## src/rtl/msh_pkg.sv

```systemverilog
// Shared mesh types for the read-request ingress path.
// Request bundle layout and credit controller states.
package msh_pkg;

    localparam int MSH_RD_ADDR_W = 20;
    localparam int MSH_RD_ID_W   = 8;
    localparam int MSH_PORT_W    = 2;

    typedef struct packed {
        logic [MSH_RD_ADDR_W-1:0] addr;
        logic [MSH_RD_ID_W-1:0]   id;
        logic [MSH_PORT_W-1:0]    port;
    } msh_rd_req_t;

    typedef enum logic {
        INQ_INIT,
        INQ_RUN
    } msh_inq_crd_st_e;

endpackage

```

## src/rtl/msh_inq_crd_ctl.sv

```systemverilog
// Credit return controller for the read-request ingress queue.
// Grants DEPTH credits after reset, then returns one per dequeue.
module msh_inq_crd_ctl
    import msh_pkg::*;
#(
    parameter int DEPTH = 8,
    parameter int CNT_W = $clog2(DEPTH + 1)
) (
    input  logic mclk,
    input  logic mrst_n,
    input  logic deq,
    output logic crd
);

    localparam logic [CNT_W-1:0] LAST_INIT = CNT_W'(DEPTH - 1);

    msh_inq_crd_st_e  state_q;
    logic [CNT_W-1:0] init_q;
    logic [CNT_W-1:0] pend_q;
    logic             crd_q;

    // Init grant first; dequeues owed meanwhile drain once RUN begins.
    always_ff @(posedge mclk or negedge mrst_n) begin
        if (!mrst_n) begin
            state_q <= INQ_INIT;
            init_q  <= '0;
            pend_q  <= '0;
            crd_q   <= 1'b0;
        end else begin
            case (state_q)
                INQ_INIT: begin
                    crd_q  <= 1'b1;
                    init_q <= init_q + 1'b1;
                    pend_q <= pend_q + CNT_W'(deq);
                    if (init_q == LAST_INIT) begin
                        state_q <= INQ_RUN;
                    end
                end
                INQ_RUN: begin
                    if (pend_q != '0) begin
                        crd_q  <= 1'b1;
                        pend_q <= pend_q - 1'b1 + CNT_W'(deq);
                    end else begin
                        crd_q  <= 1'b0;
                        pend_q <= pend_q + CNT_W'(deq);
                    end
                end
                default: begin
                    state_q <= INQ_INIT;
                    crd_q   <= 1'b0;
                end
            endcase
        end
    end

    assign crd = crd_q;

endmodule

```

## src/rtl/msh_rd_req_inq.sv

```systemverilog
// Credit-controlled ingress FIFO for mesh read requests.
// Feeds msh_rd_req over valid/ready and flags writes into a full queue.
module msh_rd_req_inq
    import msh_pkg::*;
#(
    parameter int DEPTH  = 8,
    parameter int ADDR_W = MSH_RD_ADDR_W,
    parameter int ID_W   = MSH_RD_ID_W,
    parameter int PORT_W = MSH_PORT_W
) (
    input  logic                       mclk,
    input  logic                       mrst_n,
    input  logic                       i_rd_req_vld,
    input  logic [ADDR_W-1:0]          i_rd_req_addr,
    input  logic [ID_W-1:0]            i_rd_req_id,
    input  logic [PORT_W-1:0]          i_rd_req_port,
    output logic                       o_rd_req_crd,
    output logic                       o_rd_req_vld,
    input  logic                       i_rd_req_rdy,
    output logic [ADDR_W-1:0]          o_rd_req_addr,
    output logic [ID_W-1:0]            o_rd_req_id,
    output logic [PORT_W-1:0]          o_rd_req_port,
    output logic [$clog2(DEPTH+1)-1:0] o_inq_cnt,
    output logic                       o_ovfl_err,
    input  logic                       i_err_clr
);

    localparam int CNT_W = $clog2(DEPTH + 1);
    localparam int PTR_W = $clog2(DEPTH);
    localparam logic [CNT_W-1:0] FULL_CNT = CNT_W'(DEPTH);
    localparam logic [PTR_W-1:0] LAST_PTR = PTR_W'(DEPTH - 1);

    msh_rd_req_t      mem_q [DEPTH];
    msh_rd_req_t      wr_ent;
    msh_rd_req_t      head;
    logic [PTR_W-1:0] wptr_q;
    logic [PTR_W-1:0] rptr_q;
    logic [CNT_W-1:0] cnt_q;
    logic             err_q;

    logic full;
    logic vld;
    logic deq;
    logic enq_ok;
    logic ovfl;

    function automatic logic [PTR_W-1:0] ptr_inc(input logic [PTR_W-1:0] p);
        return (p == LAST_PTR) ? '0 : p + 1'b1;
    endfunction

    assign full   = (cnt_q == FULL_CNT);
    assign vld    = (cnt_q != '0);
    assign deq    = vld & i_rd_req_rdy;
    assign enq_ok = i_rd_req_vld & (~full | deq);
    assign ovfl   = i_rd_req_vld & full & ~deq;

    assign wr_ent = '{addr: i_rd_req_addr, id: i_rd_req_id, port: i_rd_req_port};

    // Payload storage; validity is tracked by cnt_q so no reset needed.
    always_ff @(posedge mclk) begin
        if (enq_ok) begin
            mem_q[wptr_q] <= wr_ent;
        end
    end

    // Pointers and occupancy; full/empty come from the count.
    always_ff @(posedge mclk or negedge mrst_n) begin
        if (!mrst_n) begin
            wptr_q <= '0;
            rptr_q <= '0;
            cnt_q  <= '0;
        end else begin
            if (enq_ok) begin
                wptr_q <= ptr_inc(wptr_q);
            end
            if (deq) begin
                rptr_q <= ptr_inc(rptr_q);
            end
            case ({enq_ok, deq})
                2'b10:   cnt_q <= cnt_q + 1'b1;
                2'b01:   cnt_q <= cnt_q - 1'b1;
                default: cnt_q <= cnt_q;
            endcase
        end
    end

    // Sticky overflow flag; a new overflow beats a same-cycle clear.
    always_ff @(posedge mclk or negedge mrst_n) begin
        if (!mrst_n) begin
            err_q <= 1'b0;
        end else if (ovfl) begin
            err_q <= 1'b1;
        end else if (i_err_clr) begin
            err_q <= 1'b0;
        end
    end

    msh_inq_crd_ctl #(
        .DEPTH (DEPTH),
        .CNT_W (CNT_W)
    ) u_crd_ctl (
        .mclk   (mclk),
        .mrst_n (mrst_n),
        .deq    (deq),
        .crd    (o_rd_req_crd)
    );

    assign head          = mem_q[rptr_q];
    assign o_rd_req_vld  = vld;
    assign o_rd_req_addr = vld ? head.addr : '0;
    assign o_rd_req_id   = vld ? head.id : '0;
    assign o_rd_req_port = vld ? head.port : '0;
    assign o_inq_cnt     = cnt_q;
    assign o_ovfl_err    = err_q;

endmodule

```

## config.mk

```make
export PLATFORM = sky130hd
export DESIGN_NAME = msh_rd_req_inq
export DESIGN_NICKNAME = d
export VERILOG_FILES = /design/src/rtl/msh_pkg.sv /design/src/rtl/msh_inq_crd_ctl.sv /design/src/rtl/msh_rd_req_inq.sv
export SDC_FILE = /design/constraint.sdc
export NUM_CORES = 1
export LEC_CHECK = 0
export ABC_AREA = 1
export CAP_MARGIN = 20
export CELL_PAD_IN_SITES_DETAIL_PLACEMENT = 0
export CELL_PAD_IN_SITES_GLOBAL_PLACEMENT = 1
export CORE_ASPECT_RATIO = 1.4
export CORE_MARGIN = 5
export CORE_UTILIZATION = 35
export DETAILED_ROUTE_END_ITERATION = 16
export DONT_BUFFER_PORTS = 1
export HOLD_SLACK_MARGIN = 0.05
export PLACE_DENSITY_LB_ADDON = 0.1
export REMOVE_ABC_BUFFERS = 1
export SYNTH_ARGS = -nofsm -noshare
export SYNTH_HDL_FRONTEND = slang
export SYNTH_SLANG_ARGS = --single-unit
```

## constraint.sdc

```tcl
create_clock -name mclk -period 4.2 [get_ports mclk]
set_input_delay 0.21 -clock mclk [delete_from_list [all_inputs] [get_ports mclk]]
set_output_delay 0.21 -clock mclk [all_outputs]
set_load 0.02 [all_outputs]
```

**Yosys cells after proc, flatten, opt, wreduce, memory -nomap -nowiden**

Memories as Yosys holds them, arrays and structs flattened.
Index checks and enable logic that the tools add are counted.

- $add $sub $neg: 8
- Equal/unequal tests: 6
- Muxes and demuxes: 16
- Bitwise logic cells: 8
- Reductions and logical operators: 4

Operators by type and width:

| operator | number |
|---|---|
| $mux 20 | 1 |
| $pmux 4 s2 | 2 |
| $add 4x1->4 | 2 |
| $add 4x1->4 const B | 2 |
| $mux 8 | 1 |
| $reduce_bool 4->1 | 2 |
| $sub 4x1->4 const B | 2 |
| $mux 1 | 7 |
| $add 3x1->3 const B | 2 |
| $eq 3x3->1 const B | 2 |
| $mux 3 | 2 |
| $and 1x1->1 | 4 |
| $eq 4x3->1 const B | 1 |
| $eq 4x4->1 const B | 1 |
| $mux 4 | 1 |
| $reduce_bool 2->1 | 2 |
| $not 1->1 | 3 |
| $eq 2x1->1 const B | 1 |
| $eq 2x2->1 const B | 1 |
| $mux 2 | 1 |
| $pmux 1 s2 | 1 |
| $or 1x1->1 | 1 |

- Register bits after elaboration: 21
- RAM bits: 240
- Input bits: 35
- Output and inout port bits: 37
- Logic and storage cells: 51
- Memories kept: 1

Memory list:

| memory | words | width | rd ports | clocked after memory_dff | write ports | line | RTL |
|---|---|---|---|---|---|---|---|
| mem_q | 8 | 30 | 1 | 0 | 1 | msh_rd_req_inq.sv:33 | `msh_rd_req_t mem_q [DEPTH];` |

**Logic depth before layout (Yosys ltp)**

Gate-level depths: netlist of run 1.

- Word-level depth: 6
- Depth in mapped cells: 12
- Depth with buffers taken out: 12

**Modules after synthesis**

A second synthesis of run 1 with hierarchy kept.

- Cell total of the unflattened synthesis: 855
- Area, all modules: 10613.9 sq um

By module, submodules not included:

| module | instances | cells an instance | area each (sq um) | seq. area each (sq um) |
|---|---|---|---|---|
| msh_rd_req_inq | 1 | 800 | 10064.7 | 7482.2 |
| msh_inq_crd_ctl | 1 | 55 | 549.3 | 250.2 |

**Worst setup path before layout of run 1**

OpenSTA, ideal clock, no wires.

- Kind: register -> register
- Start point: register cnt_q[3] (netlist: o_inq_cnt[3])
- End point: memory mem_q[1][0] in the netlist's numbering, enable pin
- Library setup time: 417 ps
- Arrival: 2427 ps
- Data required time: 3783 ps
- Path slack: 1356 ps
- Cell stages (with the launch flop): 9
- Path buffers: 0
- Period minus slack after synthesis: 2844 ps
- Path through: dfrtp_1 -> nor2_1 -> nand2_4 -> nand2_4 -> nand4_1 -> nand2_2 -> nor2_1 -> inv_1 -> nor2_1

- Cells in the longest elaborated chain, start to end: 6

Ends and longest elaborated chain:

| item | line | RTL |
|---|---|---|
| start: declaration | msh_rd_req_inq.sv:38 | `logic [CNT_W-1:0] cnt_q;` |
| start signal: assignment | msh_rd_req_inq.sv:80 | `2'b10: cnt_q <= cnt_q + 1'b1;` |
| start signal: assignment | msh_rd_req_inq.sv:81 | `2'b01: cnt_q <= cnt_q - 1'b1;` |
| start signal: assignment | msh_rd_req_inq.sv:82 | `default: cnt_q <= cnt_q;` |
| $reduce_bool 4->1 / $eq 4x4->1 (equally long branches) | msh_rd_req_inq.sv:52, msh_rd_req_inq.sv:51 |  |
| $and 1x1->1 / $not 1->1 (equally long branches) | msh_rd_req_inq.sv:53, msh_rd_req_inq.sv:54 |  |
| $or 1x1->1 * | msh_rd_req_inq.sv:54 | `assign enq_ok = i_rd_req_vld & (~full \| deq);` |
| $and 1x1->1 * | msh_rd_req_inq.sv:54 |  |
| $mux 1 * | msh_rd_req_inq.sv:61 | `if (enq_ok) begin` |
| $mux 1 (implied by the code) * | msh_rd_req_inq.sv:62 | `mem_q[wptr_q] <= wr_ent;` |
| end: declaration | msh_rd_req_inq.sv:33 |  |

Every way passes the cells marked *; elsewhere a longest branch is shown, timed or not.

**Worst setup path after layout of run 1**

- Start point: register rptr_q[0]
- End point: output o_rd_req_addr[8]

- Cells in the longest elaborated chain, start to end: 2

Ends and longest elaborated chain:

| item | line | RTL |
|---|---|---|
| start: declaration | msh_rd_req_inq.sv:37 | `logic [PTR_W-1:0] rptr_q;` |
| start signal: assignment | msh_rd_req_inq.sv:77 | `rptr_q <= ptr_inc(rptr_q);` |
| $mem_v2 8x30 | -- |  |
| $mux 20 | msh_rd_req_inq.sv:110 | `assign o_rd_req_addr = vld ? head.addr : '0;` |
| end: declaration | msh_rd_req_inq.sv:20 | `output logic [ADDR_W-1:0] o_rd_req_addr,` |

No other way between the ends.

==> impl_metrics.py, run 1 <==
metrics = {
    "status": {
        "status": "finished clean",
    },
    "place": {
        "io_buffer_count": 0,
        "dpl.hpwl_mm": 14.8,
        "gp_congestion": 0.770,
        "place_inst": 1170,
        "pre_cts_ws_ns": 1.00,
    },
    "cts": {
        "cts_tree": "yes",
        "cts_made_buffers": 27,
        "clockRootBuffer": "clkbuf_16",
        "cts_buffer_depth": 3,
        "clk_latency_ns": 0.52,
        "postCtsSetupBuffers": 0,
        "clock-sinks": 261,
        "ctsHtreeMaxLevel": 1,
        "clk_pin_slew_ns": 0.06,
    },
    "synth": {
        "synthTopCellsByArea": "edfxtp_1 68%, nor2_1 9.0%, dfrtp_1 5.0%",
        "yosysSeqAreaShare": 0.734,
        "synth_top_area_share": 0.684,
        "yosysWarnings": 0,
        "yosys.area.top_type": "edfxtp_1",
        "syn_inst": 820,
        "synth_area_um2": 10500,
        "ys_ff_latch": 261,
        "yosysUniqueCellTypes": 29,
        "syn_avg_cell_area_um2": 12.9,
    },
    "drt": {
        "postRouteAntennaNets": 0,
        "num_vias": 6410,
        "via_per_inst": 5.10,
        "drt-total-wl_mm": 25.5,
        "drt-initial-drc-count": 278,
        "drc_errors": 0,
        "wl_per_cell_um": 20.3,
        "first_pass_iters": 4,
    },
    "global_routing": {
        "grt_pass1_wl_mm": 39.7,
        "grt_max_degree": 93,
        "grt_overflow_total": 0,
        "grt_pass1_vias": 6794,
        "grt_use_total": 0.150,
        "antenna_found_initial": 1,
    },
    "critical_path": {
        "required_ns": 3.99,
        "worst_path_most_repeated_cell": "nor2_1",
        "crit_fanout": 71,
        "crit_end": "o_rd_req_addr[8]",
        "crit_start": "rptr_q[0]",
        "max_stage_delay_ns": 0.71,
        "cp_slowest_cell": "dfrtp_4",
        "arrival_ns": 3.13,
        "r2r_cells": 9,
        "critical_path_class": "reg -> out",
        "worstReg2RegEnd": "mem_q[1][20]",
        "crit_path_end_kind": "primary output",
        "path_cells": "inv_4 -> buf_4 -> nor2_1 -> o32ai_1 -> o21ai_0 -> nor2_1",
        "r2r_setup_slack_ns": 1.14,
        "startpoint_type": "register",
        "r2r_start": "o_inq_cnt[0]",
    },
    "sta": {
        "rsz0062_at_grt": "false",
        "period_needed_ns": 3.34,
        "skew_ns": 0.00894,
        "finalSetupViolCount": 0,
        "finalHoldViolCount": 0,
        "worstMarginPinSlew_ns": 1.00,
        "period_share": 0.795,
        "worst_slack_ns": 0.862,
        "timing.fmax_ghz": 0.300,
        "fin_setup_tns_ns": 0,
        "relSlewSlack": 0.331,
        "drv_slew": 0,
    },
    "hold_path": {
        "hp-class": "in -> reg",
    },
    "power_and_ir_drop": {
        "intPower_mw": 5.28,
        "p_leak_nw": 4.12,
        "power_density_nw_per_um2": 709,
        "p_sw_frac": 0.388,
        "p_sw_mw": 3.35,
        "combPwrFrac": 0.319,
        "power_mw": 8.62,
        "p_clk_frac": 0.254,
        "p_seq_frac": 0.427,
        "ir_worst_vdd_uv": 481,
    },
    "floorplan": {
        "io_pins": 72,
        "die_area_um2": 33700,
        "chipWidth_um": 157,
        "die_h_um": 215,
        "initial_core_util": 0.353,
        "rows": 75,
        "coreArea_um2": 29800,
    },
    "cells_and_area": {
        "syn_to_final_growth_pct": 15.4,
        "layout.nets": 898,
        "drive_above_1_share": 0.0825,
        "diodes": 0,
        "final_cell_count_no_fill": 1258,
    },
    "job": {
        "maxCapViolations": 0,
    },
}
[critical path, delay by kind of cell, from the launching register on]
kind | cells | cell delay (ns)
buf+inv | 2 | 1.03
flops | 1 | 0.71
compound gates | 2 | 0.36
simple gates | 2 | 0.49
[placed cells by master, fill, tap and decap left out, types with 2 or more instances in the layout]
cell           synthesis  layout
nand2_1               33      33
clkinv_1               0       7
nor2_1               254     246
o21ai_1               16      16
clkbuf_16              0      28
clkbuf_1              23       7
nand2_2                2       2
a21oi_1                3       3
xnor2_1                4       4
o32ai_1               60      60
buf_4                  4      13
o21ai_0               81      81
xor2_1                 4       4
dfrtp_4                0       2
edfxtp_1             240     240
inv_1                 21      21
nor2_4                 0       8
o22ai_1                2       2
nand4_1                3       3
dfrtp_1               21      18
clkinv_2               0       5
nand3_1                7       7
nand2_4                3       3
ha_1                  10      10
inv_2                  2       2
dlygate4sd3_1          0      36
[routing by layer]
metal  track usage  vias up  wire (um)  part of all wire
met5             0        -         11           0.00043
met1         0.184     3203      10300              0.40
met2         0.266      120      13300              0.52
met4        0.0443        2        710             0.028
li1              -     3034          -                 -
met3        0.0294       51       1190             0.047
[flip-flops by register name, indices dropped and copies added (netlist names)]
register / cells
u_crd_ctl.state_q: 1
u_crd_ctl.init_q: 4
o_ovfl_err: 1
o_inq_cnt: 4
mem_q: 240
u_crd_ctl.crd: 1
rptr_q: 3
u_crd_ctl.pend_q: 4
wptr_q: 3
[power by group through the flow]
stage	sequential, mW	clock (mW)	combinational [mW]
final	3.68	2.19	2.75
after global routing	3.74	2.38	3.11
after CTS	3.70	2.26	2.83
after detailed placement	3.75	0	2.76
after global placement	3.74	0	2.72
after floorplan	3.66	0	1.90
[final cells by class]
class / count / area (um^2)
Fill cell: 2824 / 17700
Sequential cell: 261 / 7740
Multi-Input combinational cell: 487 / 2510
Clock buffer: 34 / 702
Timing Repair Buffer: 52 / 531
Tap cell: 385 / 482
Clock inverter: 15 / 97.6
Inverter: 24 / 92.6
[cell usage after synthesis]
| master | instances |
|---|---|
| xor2_1 | 4 |
| nand3_2 | 1 |
| o21ai_1 | 16 |
| nand2_1 | 33 |
| edfxtp_1 | 240 |
| xnor2_1 | 4 |
| buf_4 | 4 |
| inv_1 | 21 |
| nand4_1 | 3 |
| nor2_1 | 254 |
| or2_1 | 1 |
| buf_6 | 7 |
| dfrtp_1 | 21 |
| nand2_4 | 3 |
| o32ai_1 | 60 |
| buf_1 | 3 |
| ha_1 | 10 |
| o21ai_0 | 81 |
| inv_2 | 2 |
| inv_4 | 1 |
| nor2_2 | 1 |
| clkbuf_1 | 23 |
| mux2i_1 | 1 |
| a21oi_1 | 3 |
| buf_2 | 11 |
| o22ai_1 | 2 |
| nand2_2 | 2 |
| o21bai_1 | 1 |
| nand3_1 | 7 |
[per-stage QoR]
stage	instance area, um^2	utilization	hold WS (ns)
4_1_cts	12100	0.405	0.0922
6_report	12200	0.407	0.119
5_1_grt	12200	0.407	0.146
2_1_floorplan	10300	-	-0.0856
3_3_place_gp	10900	0.366	-0.0843
3_5_place_dp	10900	0.366	-0.0846
[worst min path at each step]
stage,from,endpoint,slack [ns],depth (start not counted)
2_1_floorplan,mrst_n,o_inq_cnt[0],-0.09,0
3_3_place_gp,mrst_n,u_crd_ctl.init_q[3],-0.08,0
6_report,i_rd_req_vld,o_inq_cnt[3],0.12,4
4_1_cts,i_rd_req_vld,o_inq_cnt[3],0.09,4
5_1_grt,i_rd_req_vld,o_inq_cnt[3],0.15,4
3_5_place_dp,mrst_n,u_crd_ctl.init_q[3],-0.08,0
[what timing repair did]
| action | 4_1_cts | 5_1_grt |
|---|---|---|
| hold buffers | 35 | 1 |
| hold endpoints to repair | 273 | 2 |
| gates resized for setup | 0 | 0 |
[cells by family (layout without fill, tap and decap cells)]
kind of cell    after synthesis  count (layout)  share of synthesized area
simple gates                305             305                      0.114
flops                       261             261                      0.734
compound gates              163             163                     0.0993
buf+inv                      72             125                     0.0336
fa+ha+maj                    10              10                     0.0119
xor+xnor                      8               8                    0.00665
mux                           1               1                   0.000950
(Power assumes the default switching activity.)
==> inputs of run 2 (changes only) <==
--- a/config.mk
+++ b/config.mk
@@ -5,7 +5,7 @@
 export SDC_FILE = /design/constraint.sdc
 export NUM_CORES = 1
 export LEC_CHECK = 0
-export ABC_AREA = 1
+export ABC_AREA = 0
 export CAP_MARGIN = 20
 export CELL_PAD_IN_SITES_DETAIL_PLACEMENT = 0
 export CELL_PAD_IN_SITES_GLOBAL_PLACEMENT = 1
==> constraint.sdc (replaced) <==
create_clock -name mclk -period 3.1 [get_ports mclk]
set_input_delay 0.155 -clock mclk [delete_from_list [all_inputs] [get_ports mclk]]
set_output_delay 0.155 -clock mclk [all_outputs]
set_load 0.02 [all_outputs]
==> impl_metrics.py, run 2 <==
metrics = {
    "global_routing": {
        "met1_usage": 0.171,
        "grt.met3_usage": 0.0257,
        "antenna_found_initial": 0,
        "grt_use_met2": 0.245,
        "grt_max_degree": 54,
        "grt_overflow_total": 0,
        "grt_use_total": 0.138,
        "grt.busiest_layer": "met2",
        "grt_pass1_wl_mm": 36.0,
        "grt_pass1_vias": 5989,
    },
    "cells_and_area": {
        "diodes": 0,
        "largest_reg_flops": 240,
        "drive_above_1_share": 0.247,
        "final_cell_mix": "240 x edfxtp_1, 61 x mux2i_1, 61 x mux2_2",
        "final_common_cell": "edfxtp_1",
        "syn_to_final_growth_pct": 19.0,
        "largest-register": "mem_q",
        "layout.nets": 742,
        "final_cell_count_no_fill": 1103,
    },
    "synth": {
        "ys_top_cells_by_count": "240 x edfxtp_1, 61 x mux2_2, 61 x mux2i_1, 34 x nor3_1",
        "synth_area_um2": 10600,
        "yosysSeqAreaShare": 0.732,
        "ys_ff_latch": 261,
        "synthFlopType": "edfxtp_1",
        "syn_avg_cell_area_um2": 17.3,
        "synthTopCellsByArea": "edfxtp_1 68%, mux2_2 6.5%, mux2i_1 5.8%",
        "yosys.area.top_type": "edfxtp_1",
        "yosysUniqueCellTypes": 47,
        "synth_top_area_share": 0.683,
        "syn_inst": 609,
        "synth_most_common_cell": "edfxtp_1",
        "async_flop_share": 0.0805,
        "synth_edf_count": 240,
        "yosysWarnings": 0,
    },
    "power_and_ir_drop": {
        "power_density_nw_per_um2": 962,
        "p_leak_nw": 4.39,
        "ir_worst_vdd_uv": 474,
        "power_mw": 12.1,
    },
    "critical_path": {
        "critical_path_class": "reg -> out",
        "worstReg2RegEnd": "mem_q[3][8]",
        "crit_end": "o_rd_req_addr[8]",
        "required_ns": 2.94,
        "r2r_setup_slack_ns": 0.67,
        "crit_fanout": 53,
        "crit_start": "rptr_q[1]",
        "arrival_ns": 2.69,
        "r2r_cells": 5,
        "startpoint_type": "register",
        "r2r_start": "o_inq_cnt[1]",
        "crit_path_end_kind": "primary output",
    },
    "sta": {
        "skew_ns": 0.00613,
        "relSlewSlack": 0.450,
        "period_needed_ns": 2.85,
        "finalHoldWorstSlack_ns": 0.112,
        "finalSetupViolCount": 0,
        "timing.fmax_ghz": 0.351,
        "worstMarginPinSlew_ns": 0.823,
        "drv_slew": 0,
        "finalHoldViolCount": 0,
        "period_share": 0.918,
        "rsz0062_at_grt": "false",
    },
    "cts": {
        "clk_pin_slew_ns": 0.06,
        "cts_tree": "yes",
        "cts_buffer_depth": 3,
        "postCtsSetupBuffers": 0,
        "ctsHtreeMaxLevel": 1,
        "clockRootBuffer": "clkbuf_16",
        "cts_made_buffers": 27,
        "clk_latency_ns": 0.53,
        "clock-sinks": 261,
    },
    "floorplan": {
        "die_h_um": 216,
        "coreArea_um2": 29800,
        "rows": 75,
        "io_pins": 72,
        "die_area_um2": 33800,
        "initial_core_util": 0.354,
        "chipWidth_um": 157,
    },
    "place": {
        "io_buffer_count": 0,
        "gp_congestion": 0.711,
        "dpl.hpwl_mm": 14.3,
        "place_inst": 1015,
    },
    "drt": {
        "drc_errors": 0,
        "postRouteAntennaNets": 0,
        "wl_per_cell_um": 21.2,
        "num_vias": 5591,
        "first_pass_iters": 4,
        "drt-total-wl_mm": 23.3,
        "via_per_inst": 5.07,
        "drt-initial-drc-count": 301,
    },
    "status": {
        "status": "finished clean",
    },
    "job": {
        "maxCapViolations": 0,
    },
    "hold_path": {
        "hp-class": "in -> reg",
    },
}
## run 2: cell types whose count changed in the layout (fill, tap and decap cells not counted), sizes merged, moves of 6 or more
cell	change
mux2	+64
a22o	+31
o21ai	-90
nand3	-6
nand2	-29
nor2	-243
o22ai	+29
nor3	+35
mux2i	+60
buf	+42
o32ai	-59
nand2b	+9
inv	-14
## run 2: area by class of cell
type                            count  area [um^2]
Timing Repair Buffer               94          831
Inverter                            9         33.8
Sequential cell                   261         7740
Multi-Input combinational cell    304         2650
Fill cell                        2727        17300
Clock inverter                     15          128
Tap cell                          385          482
Clock buffer                       35          706
## run 2: logic make-up after synthesis
| family | count (synthesis) | synth area share |
|---|---|---|
| adder cells (fa/ha/maj) | 10 | 0.0119 |
| AO/OA/AOI/OAI | 85 | 0.0621 |
| buffers and inverters | 44 | 0.0222 |
| AND/OR/NAND/NOR | 77 | 0.0396 |
| XOR/XNOR | 7 | 0.00581 |
| flip-flops | 261 | 0.732 |
| multiplexers | 125 | 0.126 |
## run 2: routing by layer
metal	vias to the layer above	wire, um
met5	-	0
met4	0	358
met3	28	996
met2	92	12300
met1	2877	9670
li1	2594	-
## run 2: how the worst min path moves through the flow
stage | end | cells past startpoint | slack (ns) | startpoint
floorplan | o_inq_cnt[0] | 0 | -0.14 | mrst_n
global placement | u_crd_ctl.pend_q[3] | 0 | -0.14 | mrst_n
detailed placement | u_crd_ctl.pend_q[0] | 0 | -0.14 | mrst_n
CTS | o_inq_cnt[1] | 3 | 0.09 | i_rd_req_vld
global route | o_inq_cnt[1] | 3 | 0.11 | i_rd_req_vld
finish | o_inq_cnt[1] | 3 | 0.11 | i_rd_req_vld
## run 2: metrics by stage
step                      area (um^2)  setup slack, ns  TNS (ns)   util
final                           12600            0.255         0  0.421
after global routing            12600            0.126         0  0.421
after CTS                       12500            0.184         0  0.420
after detailed placement        11300            0.664         0  0.380
after global placement          11300            0.705         0  0.380
after floorplan                 10400            -1.48    -85.24      -
## run 2: worst max-delay path: stages (launching register included)
cell,delay [ns]
dfrtp_4,0.85
buf_12,0.37
buf_4,0.22
mux2i_1,0.08
a22o_1,0.23
nor3_1,0.15
buf_4,0.18
## run 2: timing repair
action | 4_1_cts | 5_1_grt
hold buffers | 36 | 1
resized for setup | 0 | 0
hold endpoints to repair | 272 | 3
## run 2: power breakdown
| group | leakage, nW | switching (mW) | total, mW | internal [mW] |
|---|---|---|---|---|
| Clock | 0.404 | 1.27 | 3.05 | 1.77 |
| Sequential | 2.43 | 0.414 | 4.78 | 4.36 |
| Combinational | 1.56 | 2.41 | 4.26 | 1.85 |
==> inputs of run 3 (changes only) <==
==> constraint.sdc (replaced) <==
create_clock -name mclk -period 3.1 [get_ports mclk]
set_input_delay 0.465 -clock mclk [delete_from_list [all_inputs] [get_ports mclk]]
set_output_delay 0.465 -clock mclk [all_outputs]
set_load 0.02 [all_outputs]
==> impl_metrics.py, run 3 (same netlist as run 2, synthesis figures left out) <==
metrics = {
    "sta": {
        "drv_slew": 0,
        "period_share": 0.908,
        "timing.fmax_ghz": 0.355,
        "rsz0062_at_grt": "false",
        "finalHoldViolCount": 0,
        "relSlewSlack": 0.537,
        "period_needed_ns": 2.81,
        "worst_slack_ns": 0.287,
        "finalSetupViolCount": 0,
        "skew_ns": 0.00975,
        "worstMarginPinSlew_ns": 0.690,
    },
    "place": {
        "io_buffer_count": 0,
        "gp_congestion": 0.750,
        "placedInstanceArea_um2": 11400,
        "dpl.hpwl_mm": 14.3,
        "pre_cts_ws_ns": 0.549,
    },
    "cts": {
        "clockRootBuffer": "clkbuf_16",
        "clk_latency_ns": 0.53,
        "clock-sinks": 261,
        "cts_tree": "yes",
        "clk_pin_slew_ns": 0.06,
        "cts_buffer_depth": 3,
        "cts_made_buffers": 26,
        "ctsHtreeMaxLevel": 1,
    },
    "cells_and_area": {
        "fin_area_um2": 12600,
        "syn_to_final_growth_pct": 19.4,
        "final_cell_mix": "240 x edfxtp_1, 61 x mux2i_1, 61 x mux2_2",
        "diodes": 0,
        "final_common_cell": "edfxtp_1",
        "multi_input_area_um2": 2660,
        "largest-register": "mem_q",
        "n_fill_cell": 2719,
        "drive_above_1_share": 0.248,
        "seqCellArea_um2": 7740,
        "layout.nets": 738,
        "largest_reg_flops": 240,
    },
    "global_routing": {
        "antenna_found_initial": 1,
        "grt_max_degree": 42,
        "grt_overflow_total": 0,
        "grt_use_total": 0.140,
        "grt_pass1_vias": 6087,
        "grt_pass1_wl_mm": 36.6,
    },
    "critical_path": {
        "critical_path_class": "reg -> out",
        "startpoint_type": "register",
        "arrival_ns": 2.35,
        "required_ns": 2.63,
        "crit_fanout": 22,
        "crit_path_end_kind": "primary output",
    },
    "drt": {
        "first_pass_iters": 4,
        "drt-initial-drc-count": 227,
        "via_per_inst": 5.10,
        "wl_per_cell_um": 21.6,
        "drc_errors": 0,
        "drt-total-wl_mm": 23.7,
        "postRouteAntennaNets": 0,
        "num_vias": 5591,
    },
    "power_and_ir_drop": {
        "ir_worst_vdd_uv": 439,
        "p_leak_nw": 4.39,
        "power_density_nw_per_um2": 967,
    },
    "hold_path": {
        "hp-class": "in -> reg",
    },
    "floorplan": {
        "chipWidth_um": 157,
        "initial_core_util": 0.354,
        "die_h_um": 216,
        "rows": 75,
        "die_area_um2": 33800,
        "coreArea_um2": 29800,
        "io_pins": 72,
    },
    "status": {
        "status": "finished clean",
    },
    "job": {
        "maxCapViolations": 0,
    },
}
-- run 3: changes by cell type in the layout (fill, tap and decap cells not counted), moves of 2 or more --
cell           before  now
buf_4              54   49
clkbuf_1            8    5
clkinv_2            4    2
buf_12              2    8
clkinv_1            6    8
dlygate4sd3_1      37   33
-- run 3: per-layer routing --
layer  vias to the layer above  part of all wire  global-route usage
met1                      2878              0.42               0.177
met2                        92              0.51               0.245
met3                        34             0.043              0.0246
met5                         -           0.00030                   0
met4                         2             0.022              0.0414
li1                       2585                 -                   -
-- run 3: worst paths after layout --
check / slack, ns / from / depth (start not counted) / endpoint
worst max-delay path: 0.29 / rptr_q[1] / 5 / o_rd_req_addr[9]
worst min-delay path: 0.10 / i_rd_req_vld / 2 / o_ovfl_err
worst max register to register: 0.90 / o_inq_cnt[1] / 5 / mem_q[0][10]
worst min register to register: 0.47 / u_crd_ctl.init_q[3] / 1 / u_crd_ctl.init_q[3]
max in group asynchronous: 2.43 / mrst_n / 2 / wptr_q[1]
min in group asynchronous: 0.27 / mrst_n / 1 / rptr_q[0]
-- run 3: worst max-delay path, stage by stage, from the launching register on --
cell and delay [ns]:
dfrtp_4 0.73, buf_12 0.25, mux2_2 0.35, o22ai_1 0.21, nor3_1 0.10, buf_4 0.17
-- run 3: layout make-up --
| class | instances | share of cell area |
|---|---|---|
| Sequential cell | 261 | 0.614 |
| Multi-Input combinational cell | 304 | 0.211 |
| Timing Repair Buffer | 91 | 0.0703 |
| Clock buffer | 32 | 0.0551 |
| Tap cell | 385 | 0.0382 |
| Clock inverter | 14 | 0.00943 |
| Inverter | 9 | 0.00268 |
-- run 3: power by group --
group	total (mW)	leakage [nW]	internal [mW]	switching, mW
registers	4.65	2.43	4.37	0.285
logic	4.52	1.57	1.94	2.58
clock network	3.03	0.393	1.75	1.27
-- run 3: timing repair --
item,in CTS,in global routing
setup endpoints to repair,1,2
resized for setup,2,0
setup buffers,0,1
hold endpoints to repair,264,0
hold buffers,33,0
gates cloned,0,0
pin swaps,0,0
-- run 3: through the flow --
stage | TNS, ns | hold WS (ns) | util | power (mW) | cells
2_1_floorplan | -94.54 | 0.169 | - | 7.58 | 574
3_3_place_gp | 0 | 0.170 | 0.382 | 9.18 | 1015
3_5_place_dp | 0 | 0.170 | 0.382 | 9.22 | 1015
4_1_cts | 0 | 0.0710 | 0.421 | 12.4 | 1094
5_1_grt | 0 | 0.101 | 0.423 | 12.8 | 1096
6_report | 0 | 0.104 | 0.423 | 12.2 | 1096
